===== config.mk =====
export PLATFORM = sky130hd
export DESIGN_NAME = dcache_ctrl
export DESIGN_NICKNAME = d
export VERILOG_FILES = /design/src/rtl/dcache_ctrl.sv
export SDC_FILE = /design/constraint.sdc
export NUM_CORES = 1
export LEC_CHECK = 0
export CORE_UTILIZATION = 59
export DETAILED_ROUTE_END_ITERATION = 8
export PLACE_DENSITY = 0.87
export SYNTH_ARGS = -nofsm -noshare
export SYNTH_HDL_FRONTEND = slang
export SYNTH_SLANG_ARGS = --single-unit

===== constraint.sdc =====
create_clock -name clock -period 7.7 [get_ports clock]
set_input_delay 1.925 -clock clock [delete_from_list [all_inputs] [get_ports clock]]
set_output_delay 1.925 -clock clock [all_outputs]
set_load 0.02 [all_outputs]

===== src/rtl/dcache_ctrl.sv =====
// Direct-mapped, write-through, no-write-allocate data cache controller.
// Serves read hits in the request cycle. Misses and stores stall the pipeline
// while a req/ack transaction runs on the backing-memory bus.
module dcache_ctrl #(
  parameter int unsigned ADDR_W = 32,
  parameter int unsigned DATA_W = 64,
  parameter int unsigned IDX_W  = 4
) (
  input  logic              clock,
  input  logic              reset_n,
  input  logic              mem_read,
  input  logic              mem_write,
  input  logic [ADDR_W-1:0] addr,
  input  logic [DATA_W-1:0] write_data,
  input  logic              flush,
  output logic [DATA_W-1:0] read_data,
  output logic              stall,
  output logic              bus_req,
  output logic              bus_we,
  output logic [ADDR_W-1:0] bus_addr,
  output logic [DATA_W-1:0] bus_wdata,
  input  logic [DATA_W-1:0] bus_rdata,
  input  logic              bus_ack,
  output logic [15:0]       hit_count,
  output logic [15:0]       miss_count
);

  localparam int unsigned OFF_W  = 3;
  localparam int unsigned WORD_W = ADDR_W - OFF_W;
  localparam int unsigned TAG_W  = ADDR_W - OFF_W - IDX_W;
  localparam int unsigned LINES  = 1 << IDX_W;
  localparam int unsigned CNT_W  = 16;

  typedef enum logic [1:0] {IDLE, FILL, WRITE} state_t;

  state_t              state_q, state_d;
  logic                done_q;
  logic [LINES-1:0]    valid_q;
  logic [TAG_W-1:0]    tag_mem  [LINES];
  logic [DATA_W-1:0]   data_mem [LINES];
  logic [WORD_W-1:0]   lat_word_q;
  logic [DATA_W-1:0]   lat_data_q;
  logic [CNT_W-1:0]    hit_q, miss_q;

  logic [IDX_W-1:0]    idx, lat_idx;
  logic [TAG_W-1:0]    tag_in, lat_tag;
  logic                hit;
  logic                do_lat, do_wr_hit, do_fill, do_flush, inc_hit, inc_miss;
  logic                unused_lo;

  // Address split for the live request and for the latched bus address
  assign idx       = addr[OFF_W +: IDX_W];
  assign tag_in    = addr[ADDR_W-1 -: TAG_W];
  assign lat_idx   = lat_word_q[IDX_W-1:0];
  assign lat_tag   = lat_word_q[WORD_W-1 -: TAG_W];
  assign hit       = valid_q[idx] && (tag_mem[idx] == tag_in);
  assign unused_lo = ^addr[OFF_W-1:0];

  // Bus signals decode only from registered state and latches
  assign bus_req    = (state_q != IDLE);
  assign bus_we     = (state_q == WRITE);
  assign bus_addr   = bus_req ? {lat_word_q, OFF_W'(0)} : '0;
  assign bus_wdata  = bus_we ? lat_data_q : '0;
  assign read_data  = (mem_read && !stall) ? data_mem[idx] : '0;
  assign hit_count  = hit_q;
  assign miss_count = miss_q;

  // State register
  always_ff @(posedge clock or negedge reset_n) begin
    if (!reset_n) state_q <= IDLE;
    else          state_q <= state_d;
  end

  // Next state, stall and datapath enables
  always_comb begin
    state_d   = state_q;
    stall     = 1'b0;
    do_lat    = 1'b0;
    do_wr_hit = 1'b0;
    do_fill   = 1'b0;
    do_flush  = 1'b0;
    inc_hit   = 1'b0;
    inc_miss  = 1'b0;
    case (state_q)
      IDLE: begin
        if (!done_q) begin
          if (mem_write) begin
            stall     = 1'b1;
            do_lat    = 1'b1;
            do_wr_hit = hit;
            state_d   = WRITE;
          end else if (mem_read) begin
            if (hit) begin
              inc_hit = 1'b1;
            end else begin
              stall    = 1'b1;
              do_lat   = 1'b1;
              inc_miss = 1'b1;
              state_d  = FILL;
            end
          end
        end
        if (flush && !mem_read && !mem_write) do_flush = 1'b1;
      end
      FILL: begin
        stall = 1'b1;
        if (bus_ack) begin
          do_fill = 1'b1;
          state_d = IDLE;
        end
      end
      WRITE: begin
        stall = 1'b1;
        if (bus_ack) state_d = IDLE;
      end
      default: state_d = IDLE;
    endcase
  end

  // Control registers: done pulse, valid bits, latches and hit/miss counters
  always_ff @(posedge clock or negedge reset_n) begin
    if (!reset_n) begin
      done_q     <= 1'b0;
      valid_q    <= '0;
      lat_word_q <= '0;
      lat_data_q <= '0;
      hit_q      <= '0;
      miss_q     <= '0;
    end else begin
      done_q <= (state_q != IDLE) && bus_ack;
      if (do_flush)     valid_q          <= '0;
      else if (do_fill) valid_q[lat_idx] <= 1'b1;
      if (do_lat) begin
        lat_word_q <= addr[ADDR_W-1:OFF_W];
        lat_data_q <= write_data;
      end
      if (inc_hit && (hit_q != '1))   hit_q  <= hit_q + CNT_W'(1);
      if (inc_miss && (miss_q != '1)) miss_q <= miss_q + CNT_W'(1);
    end
  end

  // Line storage: tag and data contents need no reset
  always_ff @(posedge clock) begin
    if (do_wr_hit) begin
      data_mem[idx] <= write_data;
    end else if (do_fill) begin
      data_mem[lat_idx] <= bus_rdata;
      tag_mem[lat_idx]  <= lat_tag;
    end
  end

endmodule


# Word-level counts from Yosys, hierarchy flattened
# Memories as Yosys holds them, arrays and structs flattened.
# Cells that the tools add are included.
# totals
ff_bits	144
ramBits	1424
in_bits	166
output_inout_bits	195
memories	2
# classes
addsub	2
order_cmp	3
n_eq_ne	9
muxes	44
n_bitwise	1
n_reduce_logical	17
# memory_table
memory	words	word_bits	rd	rd_clocked_by_memory_dff	write_ports	line_no	text
data_mem	16	64	1	0	1	40	logic [DATA_W-1:0] data_mem [LINES];
tag_mem	16	25	1	0	1	39	logic [TAG_W-1:0] tag_mem [LINES];
# op_table
op	n
two-way mux 64 bit	3
OR reduction 64 bit	1
adder 16 x 1 -> 16 bit (second input constant)	2
two-way mux 16 bit	2
two-way mux 32 bit	1
!= test 16 bit (second input constant)	2
two-way mux 1 bit	28
equality test 25 bit	1
OR 16 bit	1
< comparator 4 x 5 -> 1 bit (second input constant)	2
two-way mux 2 bit	5
logical AND 1 bit	8
!= test 3 bit (second input constant)	2
binary-select mux 1 bit (select 4 bit)	1
demux 1 bit (select 4 bit)	1
greater-or-equal comparator 4 x 1 -> 1 bit (second input constant)	1
two-way mux 4 bit	1
case mux 2 bit (2 select lines)	1
AND reduction 4 bit	1
nonzero test 2 bit	2
zero test 1 bit	3
equality test 2 x 1 -> 1 bit (second input constant)	1
equality test 2 bit (second input constant)	1
zero test 2 bit	1
other kinds (4)	4

# Logic depth before layout (Yosys ltp)
# Gate-level depths: netlist (run 1).
# depth
ltp_word	11
mapped_depth	16
ltp_nobuf	10

# Least setup slack after synthesis (run 1)
# No wires, ideal clock.
# synth_path
path_type	input -> register
from	in addr[3]
to	mem data_mem[7][0], enable pin
setup_ns	0.507
arrival_time_ns	7.913
t_required_ns	7.193
path_slack_ns	-0.721
path_stages	13
cell_sequence	buf_6 -> buf_6 -> buf_6 -> mux4_2 -> xnor2_1 -> o21ai_1 -> a21oi_1 -> or4b_1 -> nor4_2 -> and4_1 -> buf_2 -> mux2_1 -> a21oi_1
# synth_between
elab_chain_len	10
# synth_lines
element	line_no	text
start, declared	13	input logic [ADDR_W-1:0] addr,
memory read (16 x 25 bit) / binary-select mux 1 bit (select 4 bit) (equally long branches)	-	
equality test 25 bit / two-way mux 1 bit (equally long branches)	56	assign hit = valid_q[idx] && (tag_mem[idx] == tag_in);
logical AND 1 bit	56	
two-way mux 1 bit	87	if (mem_write) begin
two-way mux 1 bit	86	if (!done_q) begin
two-way mux 1 bit	84	case (state_q)
two-way mux 1 bit	144	if (do_wr_hit) begin
two-way mux 1 bit (not written as such)	147	data_mem[lat_idx] <= bus_rdata;
OR reduction 64 bit (no source line)	-	
two-way mux 4 bit (no source line) / two-way mux 1 bit (equally long branches)	-	
end, declared	40	
# Parallel ways exist; a longest one is shown, timed or not. The select of a mux whose other input is x is not followed.

# Worst setup path in the final report (run 1)
# layout_path
from	in addr[3]
to	out read_data[27]
# layout_between
elab_chain_len	11
# layout_lines
element	line_no	text
memory read (16 x 25 bit) / binary-select mux 1 bit (select 4 bit) (equally long branches)	-	
equality test 25 bit / two-way mux 1 bit (equally long branches)	56	
logical AND 1 bit	56	
two-way mux 1 bit	93	if (hit) begin
two-way mux 1 bit	92	end else if (mem_read) begin
two-way mux 1 bit	87	
two-way mux 1 bit	86	
case mux 1 bit (2 select lines)	84	
zero test 1 bit	64	assign read_data = (mem_read && !stall) ? data_mem[idx] : '0;
logical AND 1 bit	64	
two-way mux 64 bit *	64	
end, declared	16	output logic [DATA_W-1:0] read_data,
# Mark *: on every way between the ends. The rest lies on a longest branch, timed or not. The select of a mux whose other input is x is not followed.

==> results of run 1 <==
## cell type report
cell class / count / share of cell area
timing repair buffer: 489 / 0.0645
sequential: 1568 / 0.632
clock buffer: 204 / 0.0569
tap: 1391 / 0.0237
antenna: 2 / 0.0000682
inverter: 8 / 0.000409
multi-input combinational: 1244 / 0.212
clock inverter: 75 / 0.0105
## cell usage in the layout, fill, tap and decap left out, types with 29 or more instances in the layout
cell	n
edfxtp_1	1424
mux4_2	385
clkdlybuf4s50_1	284
mux2_1	165
clkbuf_16	155
dfrtp_1	144
buf_4	111
mux2i_1	89
and3_1	88
and2_1	71
nor2_1	46
nor2b_1	43
nand2_1	38
clkbuf_1	38
a21oi_1	34
a22oi_1	31
xnor2_1	31
clkbuf_2	29
## worst max-delay path: stages
cell	delay (ps)
buf_8	170
buf_12	220
buf_16	200
mux4_2	520
xnor2_1	160
nor3_1	150
o32a_1	240
o2111a_2	290
o211ai_1	230
or2_4	350
o31ai_4	220
buf_12	230
buf_12	200
and3_1	190
clkdlybuf4s15_1	300
## worst min-delay path by stage
stage	slack, ps	cells past startpoint	end	from
6_report	480	1	lat_data_q[0]$_DFFE_PN0P_	lat_data_q[0]$_DFFE_PN0P_
3_5_place_dp	470	1	lat_data_q[26]$_DFFE_PN0P_	lat_data_q[26]$_DFFE_PN0P_
3_3_place_gp	460	1	lat_data_q[24]$_DFFE_PN0P_	lat_data_q[24]$_DFFE_PN0P_
2_1_floorplan	450	1	lat_data_q[0]$_DFFE_PN0P_	lat_data_q[0]$_DFFE_PN0P_
4_1_cts	480	1	lat_data_q[0]$_DFFE_PN0P_	lat_data_q[0]$_DFFE_PN0P_
5_1_grt	500	1	lat_data_q[54]$_DFFE_PN0P_	lat_data_q[54]$_DFFE_PN0P_
## power breakdown
| part | total (mW) | switching [mW] | internal (mW) |
|---|---|---|---|
| Combinational | 3.55 | 2.16 | 1.38 |
| Clock | 7.48 | 3.27 | 4.21 |
| Sequential | 11.0 | 0.541 | 10.5 |
## sequential cells by signal, indices dropped and copies added, names as in the netlist
name        cells
miss_count     16
lat_word_q     29
lat_data_q     64
done_q          1
valid_q        16
state_q         2
tag_mem       400
hit_count      16
data_mem     1024
## kinds of logic after synthesis
family                     after synthesis  synth area share
xor gates and xnor gates                60           0.00841
AOI/OAI and AO/OA                      140            0.0158
muxes                                  645             0.184
buffers and inverters                  176            0.0136
adders and majority gates                6           0.00120
and+or+nand+nor                        390            0.0350
other                                    1         0.0000600
DFF                                   1568             0.742
## per-layer routing
| metal | track usage | vias to the layer above | part of all wire |
|---|---|---|---|
| met5 | 0 | - | 0 |
| li1 | - | 13250 | - |
| met4 | 0.132 | 0 | 0.043 |
| met2 | 0.514 | 2588 | 0.50 |
| met1 | 0.400 | 17280 | 0.35 |
| met3 | 0.0601 | 483 | 0.11 |
## what timing repair did
item,4_1_cts,5_1_grt
pin swaps,1,0
resized for setup,64,72
setup endpoints to repair,58,54
==> flow_metrics.tcl, run 1 <==
set metrics [dict create \
    drt_pass1_iterations 6 \
    dieHeight_um 327 \
    cts_tree "built" \
    max_freq_ghz 0.131 \
    clkLatencyLatePin_ps 780 \
    crit_end "read_data[27]" \
    area_growth_pct 17.4 \
    synth_warnings 0 \
    via_per_inst 6.75 \
    ys_top_cells_by_count "edfxtp_1, mux4_2, mux2_1" \
    post-place-ws_ps -305 \
    r2r_start "tag_mem[8][21]$_DFFE_PP_" \
    ys_top_cells_by_area "edfxtp_1, mux4_2, dfrtp_1" \
    powerDensity_nw_per_um2 300 \
    synth_edf_count 1424 \
    crit_fanout 29 \
    port_buffers 354 \
    syn_area_sq_um 62500 \
    post_cts_buffers 0 \
    clock_path_buffers 3 \
    place_hpwl_um 85400 \
    drc 0 \
    dieArea_sq_um 107000 \
    initial_utilization 0.594 \
    grt-ovfl-total 0 \
    multi_input_area_sq_um 15500 \
    n_fill_cell 6014 \
    grt_pass1_wl_um 237000 \
    synth_most_common_cell "edfxtp_1" \
    period_needed_ps 7620 \
    yosysSeqAreaShare 0.742 \
    ant_nets 0 \
    numCtsBuffers 153 \
    synth-main-ff-cell "edfxtp_1" \
    cts.clk_slew.worst_paths_ps 60 \
    antenna_found_initial 3 \
    root_buffer "clkbuf_16" \
    layout.cells.non_filler 4981 \
    drv_cap 0 \
    tightestPinTransition_ps 1230 \
    drive_gt1_frac 0.231 \
    wirelength_um 163000 \
    total_power_mw 22.0 \
    cts_hold_repair.buffers 0 \
    fp-row-count 119 \
    crit_type "input port to output port" \
    clock_sinks 1568 \
    syn_avg_cell_area_sq_um 20.9 \
    stdcell_area_sq_um 73400 \
    fin_util 0.698 \
    critPathLaunch "addr[3]" \
    core-area_sq_um 105000 \
    timing.rr.end "data_mem[12][5]$_DFFE_PP_" \
    htree_levels 4 \
    relSlewSlack 0.174 \
    fin_crit_sh 0.989 \
    maxSlewViolCount 0 \
    p_leak_nw 24.7 \
    setup_viol 0 \
    dpl.cell_count 4700 \
    finalSetupTns_ps 0 \
    crit_required_ps 5780 \
    holdWs_ps 479 \
    wl_per_cell_um 32.7 \
    place_area_sq_um 68500 \
    grt_util_all_layers 0.308 \
    grt_setup_unrepaired "yes" \
    end_kind "output port" \
    place.gp.congestion 0.849 \
    yosysTopAreaCellShare 0.684 \
    vdd.ir_drop.worst_v 0.000270 \
    fin_skew_ps 42.8 \
    ys_types 66 \
    drt_first_iter_violations 4639 \
    hold_viol 0 \
    fp.dieW_um 327 \
    status "finished, final reports clean" \
    synth_top_area_cell "edfxtp_1" \
    reg2reg_depth 10 \
    hold_path.class "flop to flop" \
    netlist_instances 2986 \
    ys_ff_latch 1568 \
    regArea_sq_um 46400 \
    grt_max_degree 105 \
    ios 361 \
    start_kind "input port" \
    async_flop_share 0.0918 \
    grt_pass1_vias 35062 \
    vias 33601 \
    cp.arrival_ps 5690 \
    rrSetupSlack_ps 2740 \
    setup_ws_ps 81.8 \
    layout.nets 3636 \
]
Note: power is estimated with default switching activity, not from simulation.
==> inputs of run 2 (changes only) <==
- CORE_UTILIZATION: 59 -> 61
- CTS_BUF_LIST: default -> sky130_fd_sc_hd__clkbuf_2
- HOLD_SLACK_MARGIN: default -> 0.08
- PLACE_DENSITY: 0.87 -> 0.89
==> run 2 against run 1 <==
Sequential cell count unchanged. Register-to-register slack worse by 50 ps. Sequential power is essentially flat. Largest cell class unchanged.
==> flow_metrics.tcl, run 2 (synthesized netlist as in run 1, its figures left out) <==
set metrics [dict create \
    fp-row-count 117 \
    initial_utilization 0.615 \
    crit_fanout 30 \
    layout.cells.non_filler 5351 \
    end_kind "output port" \
    maxSlewViolCount 0 \
    fp.dieW_um 322 \
    vias 34424 \
    fin_crit_sh 0.991 \
    grt_max_degree 125 \
    drive_gt1_frac 0.292 \
    fin_skew_ps 269 \
    clock_sinks 1568 \
    reg2reg_depth 10 \
    holdWs_ps 326 \
    cp.arrival_ps 5700 \
    hold_path.class "input port to async pin" \
    dieHeight_um 322 \
    vdd.ir_drop.worst_v 0.000231 \
    area_growth_pct 15.6 \
    crit_required_ps 5780 \
    htree_levels 5 \
    hold_viol 0 \
    p_leak_nw 25.1 \
    final_common_cell "edfxtp_1" \
    drt_pass1_iterations 6 \
    ios 361 \
    period_needed_ps 7630 \
    antenna_found_initial 8 \
    via_per_inst 6.43 \
    max_freq_ghz 0.131 \
    drc 0 \
    clkLatencyLatePin_ps 1700 \
    status "finished, final reports clean" \
    n_fill_cell 5845 \
    setup_viol 0 \
    core-area_sq_um 102000 \
    drv_cap 0 \
    cts_tree "built" \
    final_cell_mix "edfxtp_1, clkbuf_2, mux4_2" \
    layout.nets 3878 \
    wl_per_cell_um 29.2 \
    top_regs "data_mem: 1024 flops, tag_mem: 400 flops, lat_data_q: 64 flops" \
    crit_type "input port to output port" \
    r2r_start "tag_mem[15][24]$_DFFE_PP_" \
    powerDensity_nw_per_um2 276 \
    port_buffers 354 \
    rrSetupSlack_ps 2690 \
    place_hpwl_um 89200 \
    ant_nets 0 \
    drt_first_iter_violations 3969 \
    start_kind "input port" \
    grt-ovfl-total 0 \
    place.gp.congestion 0.860 \
    numCtsBuffers 381 \
    grt_pass1_wl_um 229000 \
    grt_pass1_vias 36391 \
    largest_register_ffs 1024 \
    fin_util 0.711 \
    clock_path_buffers 4 \
    timing.rr.end "data_mem[4][4]$_DFFE_PP_" \
    relSlewSlack 0.184 \
    post_cts_buffers 0 \
    wirelength_um 156000 \
    total_power_mw 19.9 \
    dpl.cell_count 4691 \
    dieArea_sq_um 104000 \
    root_buffer "clkbuf_2" \
    cts.clk_slew.worst_paths_ps 120 \
    regMostFlops "data_mem" \
    cts_hold_repair.buffers 0 \
    tightestPinTransition_ps 1220 \
    grt_util_all_layers 0.308 \
]
run 2: worst max-delay path by stage:
| stage | startpoint | end | cells after the start |
|---|---|---|---|
| floorplan | addr[3] | data_mem[11][0]$_DFFE_PP_ | 13 |
| global placement | addr[3] | read_data[39] | 16 |
| detailed placement | addr[3] | read_data[36] | 15 |
| CTS | addr[3] | read_data[36] | 16 |
| global route | addr[3] | read_data[36] | 16 |
| finish | addr[3] | read_data[36] | 13 |
run 2: critical path: stages:
cell           delay [ps]
buf_12                190
mux4_2                530
mux4_2                490
xor2_1                160
nor3_1                230
o2111a_2              310
o211ai_1              250
or2_4                 360
o31ai_4               210
buf_12                180
buf_12                180
and3_1                220
dlygate4sd2_1         400
run 2: cell type report:
class,count,area [sq um],share of cell area
Sequential cell,1568,46400,0.642
Multi-Input combinational cell,1244,15500,0.215
Timing Repair Buffer,503,5190,0.0718
Clock buffer,529,2650,0.0367
Tap cell,1368,1710,0.0237
Clock inverter,128,764,0.0106
Inverter,8,30.0,0.000416
Antenna cell,3,7.51,0.000104
run 2: routing by layer:
| layer | global-route usage | vias to the layer above | share of wire |
|---|---|---|---|
| met5 | 0 | - | 0.00017 |
| met4 | 0.141 | 4 | 0.041 |
| met3 | 0.0745 | 477 | 0.11 |
| met2 | 0.516 | 2570 | 0.51 |
| met1 | 0.383 | 17395 | 0.34 |
| li1 | - | 13978 | - |
run 2: through the flow:
| step | setup slack [ps] | setup TNS, ps | cell area (sq um) |
|---|---|---|---|
| 2_1_floorplan | -721 | -161590 | 62500 |
| 3_3_place_gp | -152 | -7320 | 68800 |
| 3_5_place_dp | -241 | -10590 | 68800 |
| 4_1_cts | 129 | 0 | 72200 |
| 5_1_grt | -1.74 | -1.74 | 72200 |
| 6_report | 71.2 | 0 | 72200 |
run 2: repair_timing:
| action | CTS | global route |
|---|---|---|
| cloned | 0 | 0 |
| gates resized for setup | 66 | 1 |
| endpoints found under the setup margin | 58 | 6 |
| pin swaps | 1 | 0 |
run 2: power breakdown:
part	switching, mW	leakage, nW	internal, mW	total (mW)
Clock	3.27	2.57	2.16	5.43
Sequential	0.510	14.6	10.4	11.0
Combinational	2.13	7.88	1.43	3.56
